[src/rtl/rv32_alu_if.sv]
// Operand/result bundle between the RV32I decode/EX boundary and the EX-stage ALU.
// o_retaddr exists only when ALU_RETADDR_EN is defined.
interface rv32_alu_if #(
  parameter int XLEN = 32
);
  logic [XLEN-1:0] i_A;
  logic [XLEN-1:0] i_B;
  logic [XLEN-1:0] i_Imm_SignExt;
  logic [XLEN-1:0] i_NPC;
  logic [2:0]      i_ALUop;
  logic [2:0]      i_func3;
  logic            i_func7;
  logic [XLEN-1:0] o_ALUOutput;
  logic            o_branch;
`ifdef ALU_RETADDR_EN
  logic [XLEN-1:0] o_retaddr;
`endif

  modport master (
    output i_A, i_B, i_Imm_SignExt, i_NPC, i_ALUop, i_func3, i_func7,
`ifdef ALU_RETADDR_EN
    input  o_retaddr,
`endif
    input  o_ALUOutput, o_branch
  );

  modport slave (
    input  i_A, i_B, i_Imm_SignExt, i_NPC, i_ALUop, i_func3, i_func7,
`ifdef ALU_RETADDR_EN
    output o_retaddr,
`endif
    output o_ALUOutput, o_branch
  );
endinterface

[src/rtl/rv32_alu.sv]
// RV32I execute-stage ALU: result/address/target plus branch decision, registered into EX/MEM.
// Optional link-address output (NPC+4) enabled by defining ALU_RETADDR_EN.
module rv32_alu #(
  parameter int XLEN = 32   // only 32 is supported
) (
  input  logic        i_clk,
  input  logic        i_reset,
  rv32_alu_if.slave   bus
);
  localparam logic [2:0] OP_R    = 3'b000;
  localparam logic [2:0] OP_IMM  = 3'b001;
  localparam logic [2:0] OP_LDST = 3'b010;
  localparam logic [2:0] OP_BR   = 3'b011;
  localparam logic [2:0] OP_LUI  = 3'b100;
  localparam logic [2:0] OP_AUI  = 3'b101;
  localparam logic [2:0] OP_JAL  = 3'b110;
  localparam logic [2:0] OP_JALR = 3'b111;

  logic [XLEN-1:0] w_op2;
  logic            w_sub;
  logic [XLEN-1:0] w_sum;
  logic [XLEN-1:0] w_pc_sum;
  logic [4:0]      w_shamt;
  logic            w_lt;
  logic            w_ltu;
  logic            w_eq;
  logic [XLEN-1:0] w_alu;
  logic [XLEN-1:0] w_res;
  logic            w_br;

  logic [XLEN-1:0] r_ALUOutput;
  logic            r_branch;

  // Only register-register ADD can become SUB; ADDI ignores bit 30.
  assign w_op2    = (bus.i_ALUop == OP_R) ? bus.i_B : bus.i_Imm_SignExt;
  assign w_sub    = (bus.i_ALUop == OP_R) && (bus.i_func3 == 3'b000) && bus.i_func7;
  assign w_sum    = bus.i_A + (w_sub ? ~w_op2 : w_op2) + {{(XLEN-1){1'b0}}, w_sub};
  assign w_pc_sum = bus.i_NPC + bus.i_Imm_SignExt;
  assign w_shamt  = w_op2[4:0];
  assign w_lt     = $signed(bus.i_A) < $signed(w_op2);
  assign w_ltu    = bus.i_A < w_op2;
  assign w_eq     = bus.i_A == bus.i_B;

  always_comb begin
    w_alu = '0;
    unique case (bus.i_func3)
      3'b000: w_alu = w_sum;
      3'b001: w_alu = bus.i_A << w_shamt;
      3'b010: w_alu = {{(XLEN-1){1'b0}}, w_lt};
      3'b011: w_alu = {{(XLEN-1){1'b0}}, w_ltu};
      3'b100: w_alu = bus.i_A ^ w_op2;
      3'b101: w_alu = bus.i_func7 ? XLEN'($signed(bus.i_A) >>> w_shamt)
                                  : bus.i_A >> w_shamt;
      3'b110: w_alu = bus.i_A | w_op2;
      3'b111: w_alu = bus.i_A & w_op2;
      default: w_alu = '0;
    endcase
  end

  // Branch compares always use rs2; w_op2 is only i_B for OP, so compare directly here.
  always_comb begin
    w_res = '0;
    w_br  = 1'b0;
    unique case (bus.i_ALUop)
      OP_R, OP_IMM: w_res = w_alu;
      OP_LDST:      w_res = w_sum;
      OP_BR: begin
        w_res = w_pc_sum;
        unique case (bus.i_func3)
          3'b000: w_br = w_eq;
          3'b001: w_br = ~w_eq;
          3'b100: w_br = $signed(bus.i_A) <  $signed(bus.i_B);
          3'b101: w_br = $signed(bus.i_A) >= $signed(bus.i_B);
          3'b110: w_br = bus.i_A <  bus.i_B;
          3'b111: w_br = bus.i_A >= bus.i_B;
          default: w_br = 1'b0;
        endcase
      end
      OP_LUI:  w_res = bus.i_Imm_SignExt;
      OP_AUI:  w_res = w_pc_sum;
      OP_JAL: begin
        w_res = w_pc_sum;
        w_br  = 1'b1;
      end
      OP_JALR: begin
        w_res = {w_sum[XLEN-1:1], 1'b0};
        w_br  = 1'b1;
      end
      default: begin
        w_res = '0;
        w_br  = 1'b0;
      end
    endcase
  end

  always_ff @(posedge i_clk or negedge i_reset) begin
    if (!i_reset) begin
      r_ALUOutput <= '0;
      r_branch    <= 1'b0;
    end else begin
      r_ALUOutput <= w_res;
      r_branch    <= w_br;
    end
  end

  assign bus.o_ALUOutput = r_ALUOutput;
  assign bus.o_branch    = r_branch;

`ifdef ALU_RETADDR_EN
  logic [XLEN-1:0] r_retaddr;

  always_ff @(posedge i_clk or negedge i_reset) begin
    if (!i_reset) r_retaddr <= '0;
    else          r_retaddr <= bus.i_NPC + XLEN'(4);
  end

  assign bus.o_retaddr = r_retaddr;
`endif
endmodule

[src/flat_wrapper.sv]
// flat-port wrapper written by rule: the top's interface ports become plain ports
module rv32_alu_flat 
#(
  parameter int XLEN = 32                          
)
  (i_clk, i_reset, bus_i_A, bus_i_B, bus_i_Imm_SignExt, bus_i_NPC, bus_i_ALUop, bus_i_func3, bus_i_func7, bus_o_ALUOutput, bus_o_branch);
  rv32_alu_if #(.XLEN(XLEN)) bus_i ();
  input  logic i_clk;
  input  logic i_reset;
  input wire logic [$bits(bus_i.i_A)-1:0] bus_i_A;
  input wire logic [$bits(bus_i.i_B)-1:0] bus_i_B;
  input wire logic [$bits(bus_i.i_Imm_SignExt)-1:0] bus_i_Imm_SignExt;
  input wire logic [$bits(bus_i.i_NPC)-1:0] bus_i_NPC;
  input wire logic [$bits(bus_i.i_ALUop)-1:0] bus_i_ALUop;
  input wire logic [$bits(bus_i.i_func3)-1:0] bus_i_func3;
  input wire logic [$bits(bus_i.i_func7)-1:0] bus_i_func7;
  output wire logic [$bits(bus_i.o_ALUOutput)-1:0] bus_o_ALUOutput;
  output wire logic [$bits(bus_i.o_branch)-1:0] bus_o_branch;
  assign bus_i.i_A = bus_i_A;
  assign bus_i.i_B = bus_i_B;
  assign bus_i.i_Imm_SignExt = bus_i_Imm_SignExt;
  assign bus_i.i_NPC = bus_i_NPC;
  assign bus_i.i_ALUop = bus_i_ALUop;
  assign bus_i.i_func3 = bus_i_func3;
  assign bus_i.i_func7 = bus_i_func7;
  assign bus_o_ALUOutput = bus_i.o_ALUOutput;
  assign bus_o_branch = bus_i.o_branch;
  rv32_alu #(.XLEN(XLEN)) u_core (.i_clk(i_clk), .i_reset(i_reset), .bus(bus_i));
endmodule
[config.mk]
export PLATFORM = sky130hd
export DESIGN_NAME = rv32_alu_flat
export DESIGN_NICKNAME = d
export VERILOG_FILES = /design/src/rtl/rv32_alu_if.sv /design/src/rtl/rv32_alu.sv /design/src/flat_wrapper.sv
export SDC_FILE = /design/constraint.sdc
export NUM_CORES = 1
export LEC_CHECK = 0
export BUFFER_PORTS_ARGS = -buffer_cell sky130_fd_sc_hd__buf_2
export CAP_MARGIN = 20
export CORE_UTILIZATION = 65
export DETAILED_ROUTE_END_ITERATION = 12
export PLACE_DENSITY = 0.88
export RECOVER_POWER = 100
export SYNTH_ARGS = -nofsm -noshare
export SYNTH_HDL_FRONTEND = slang
export SYNTH_SLANG_ARGS = --single-unit
export TNS_END_PERCENT = 30
[constraint.sdc]
create_clock -name i_clk -period 0.8 [get_ports i_clk]
set_input_delay 0.12 -clock i_clk [delete_from_list [all_inputs] [get_ports i_clk]]
set_output_delay 0.12 -clock i_clk [all_outputs]
set_load 0.05 [all_outputs]
==> results of run 1 <==
==> cells by family after synthesis <==
group                      synth area share, %
DFF                                      6.328
adders and majority gates                16.03
AOI/OAI and AO/OA                        37.76
and+or+nand+nor                          18.94
buffers and inverters                    7.086
muxes                                    8.083
xor gates and xnor gates                 5.772
==> stage by stage <==
stage / instances / area [um2] / worst slack (ps)
2_1_floorplan: 1852 / 13300 / -2965
3_3_place_gp: 2788 / 18640 / -2673
3_5_place_dp: 2788 / 18640 / -3182
==> summary.txt, run 1 <==
result of the run - aborted with a tool error
Exit stage - clock tree synthesis
tool error - [ERROR DPL-0038] Utilization greater than 100%, impossible to legalize
Seq/Total Area, Yosys - 6.329%
ys async rst share - 100.0%
Netlist Area Pre-Place - 13,050 um2
TritonCTS Buffers - 5
cts hold-fix bufs - 1
post-CTS setup buffer count - 46
die extent in x - 143.7 um
PortBufs - 169
Unique masters post-synth - 96
H-tree levels - 2
Initial Util - 66.61%
ys flop type - dfrtp_1
most instantiated cells after synthesis - o21ai_0 (181), ha_1 (164), a21oi_1 (151), nor2_1 (151), nand2_1 (137)
Clock Tree Root - clkbuf_16
GPL Wtd Cong - 1.235
Mapped Cells - 1,852
Num Clock Sinks - 33
Ys Warns - 0
Row Count - 51
top post-synthesis cells by area - ha_1 (16%), o21ai_0 (6.9%), dfrtp_1 (6.3%)
EDFF count, synth - 0
largest area contributor in the netlist - ha_1
flops & latches, synth - 33
Syn Area/Cell - 7.046 um2
most numerous cell in the Yosys netlist - o21ai_0
Die Ht - 143.7 um
Synth top area share - 15.73%
post-DP HPWL - 67,750 um
io pins - 170
Synth Net Count - 2,155
post-CTS sizing - 227
CTS max path bufs - 2
==> inputs of run 2 (changes only) <==
CORE_UTILIZATION = 40   (was 65)
PLACE_DENSITY = default   (was 0.88)
PLACE_DENSITY_LB_ADDON = 0.15   (was default)
==> summary.txt, run 2 <==
Hold Fails Final Rpt - 0
gr ovfl total - 0
HP Class - input port to flop
Ys Warns - 0
ys flop type - dfrtp_1
Post-Synth Adder-Cell Area - 16.03%
CP max-delay cell - mux2_1
initial antenna violation count - 0
die extent in x - 182.6 um
startpoint types - input port
Vias - 18,960
peak fanout along the critical path - 6
Initial Util - 41.03%
Max Cap Viol - 0
TritonCTS Buffers - 5
RSZ-0062 raised after global routing - yes
final count of negative-setup-slack endpoints - 66
cell area power density - 1106 nW/um2
worst slew pin tran - 688.9 ps
# nets final - 2,950
largest net degree at the start of global routing - 55
Simple-Gate Fraction of Synth Area - 18.94%
Mapped Cells - 1,852
Tot GR Track Use - 43.49%
Hold Slack - 184.9 ps
most numerous cell in the Yosys netlist - o21ai_0
fin area - 21,290 um2
minimum clock period - 3333 ps
maximum vdd ir drop - 0.8684 mV
WL per Instance - 24.22 um
Final WS setup - -2533 ps
first-pass GRT wire length - 108,800 um
Syn Area/Cell - 7.046 um2
most common cell after layout, fill and taps aside - buf_4
flip-flop count of the largest register after layout - 32
final core occ - 66.94%
GPL Wtd Cong - 1.028
Netlist Area Pre-Place - 13,050 um2
Post-Synth XOR/XNOR Area - 5.772%
Clock Tree Root - clkbuf_16
Synth top area share - 15.73%
ys async rst share - 100.0%
H-tree levels - 2
layout cell share with drive strength beyond 1 - 41.39%
CTS tree - done
Num Clock Sinks - 33
crit path kind - input port to flop
largest area contributor in the netlist - ha_1
flops & latches, synth - 33
DRT Pass-1 Iters - 6
delay-heaviest family, CP - compound AO/OA/AOI/OAI gates
WP data arrival - 3500 ps
Slew Viols, Final - 0
most instantiated cells after synthesis - o21ai_0 (181), ha_1 (164), a21oi_1 (151), nor2_1 (151), nand2_1 (137)
vias in the first global route - 17,900
Critical Path, Cell by Cell - buf_8, nor3_4, buf_12, buf_12, mux2i_4, inv_4, xnor2_4, buf_6, ha_4, and4_4, o2111ai_4, a21boi_4, nor3_2, o211ai_1, mux2_1, o32a_1, a221o_1
Iteration-0 DRC Markers - 2,225
ant diodes - 0
Post-route DRC - 0
io pins - 170
PortBufs - 169
result of the run - complete, but fails checks
Unique masters post-synth - 96
Critical Path RT - 970 ps
drt via density - 6.149
Place WS - -3062 ps
Row Count - 65
LEAKAGE - 0.01019 uW
CP Buf/Inv Count - 5
Worst setup EP type - flop
max incr delay on CP - 360 ps
clock slew at reported path FFs - 70 ps
most frequent cells in the layout - buf_4 (676), ha_1 (157), o21ai_0 (148), nor2_1 (141), nand2_1 (134)
crit share post-route - 416.7%
Core Area - 31,800 um2
CP dominant cell by count - buf_12
Seq/Total Area, Yosys - 6.329%
Total Wirelength - 74,660 um
Die Ht - 182.6 um
area post-placement - 19,210 um2
failing checks - negative setup slack
Max Freq - 0.3000 GHz
main combinational cell family by area after synthesis - compound AO/OA/AOI/OAI gates
top post-synthesis cells by area - ha_1 (16%), o21ai_0 (6.9%), dfrtp_1 (6.3%)
die area - 33,350 um2
Synth Net Count - 2,155
post-synthesis mux area share - 8.083%
CTS max path bufs - 2
Synth Area in Compound Gates - 37.76%
post-DP HPWL - 60,380 um
slew margin rel. - 53.59%
Layout area overhead - 63.14%
EDFF count, synth - 0
post-route ant nets - 0
[run 2: cell counts after synthesis]
No cell type changed its count.
[run 2: logic make-up (layout without fill, tap and decap cells)]
| kind of cell | after synthesis | count (layout) |
|---|---|---|
| xor+xnor | 86 | 86 |
| mux | 88 | 88 |
| fa+ha+maj | 166 | 166 |
| simple gates | 522 | 522 |
| flops | 33 | 33 |
| compound gates | 737 | 737 |
| buf+inv | 220 | 1016 |
[run 2: metrics by stage]
| stage | power, uW | std cells | setup TNS (ps) |
|---|---|---|---|
| 6_report | 23550 | 3083 | -79970 |
| 5_1_grt | 24600 | 3083 | -84090 |
| 4_1_cts | 22450 | 3065 | -78040 |
| 3_5_place_dp | 18700 | 3017 | -89140 |
| 3_3_place_gp | 18590 | 3017 | -87880 |
| 2_1_floorplan | 10970 | 1852 | -81340 |
[run 2: where the power goes]
group / total [uW] / internal [uW] / switching [uW]
Sequential: 2270 / 2030 / 235
Combinational: 19200 / 8650 / 10600
Clock: 2080 / 1150 / 926
Total: 23500 / 11800 / 11700
[run 2: timing repair]
action / in CTS / in global routing
buffers inserted: 42 / 19
resized for setup: 261 / 83
setup endpoints to repair: 66 / 66
cloned: 1 / 1
hold buffers: 1 / 0
pin swaps: 86 / 68
endpoints found under the hold margin: 33 / 0
[run 2: path summary, 6_finish.rpt]
| kind | from | to | cells past startpoint |
|---|---|---|---|
| max | bus_i_ALUop[1] | u_core.bus.o_ALUOutput[17] | 17 |
| max in group asynchronous | i_reset | u_core.bus.o_ALUOutput[29] | 3 |
| min in group asynchronous | i_reset | u_core.bus.o_ALUOutput[7] | 2 |
| min | bus_i_Imm_SignExt[10] | u_core.bus.o_ALUOutput[10] | 3 |
[run 2: per-layer routing]
layer	up-vias	share of wire, %	track usage (%)
met4	0	6.6	24.17
met1	8933	39	55.19
met5	-	0	0
met2	1166	44	68.23
li1	8639	-	-
met3	218	10	9.359
[run 2: layout make-up]
| cell class | count | area (um2) |
|---|---|---|
| well taps | 435 | 544.3 |
| repair buffers | 900 | 7034 |
| multi-input cells | 1599 | 12320 |
| inverters | 108 | 424.2 |
| clock inverters | 2 | 10.01 |
| clock buffers | 6 | 128.9 |
| flip-flops and latches | 33 | 825.8 |
| fillers | 2861 | 10510 |
Power figures use the tool's default switching activity.
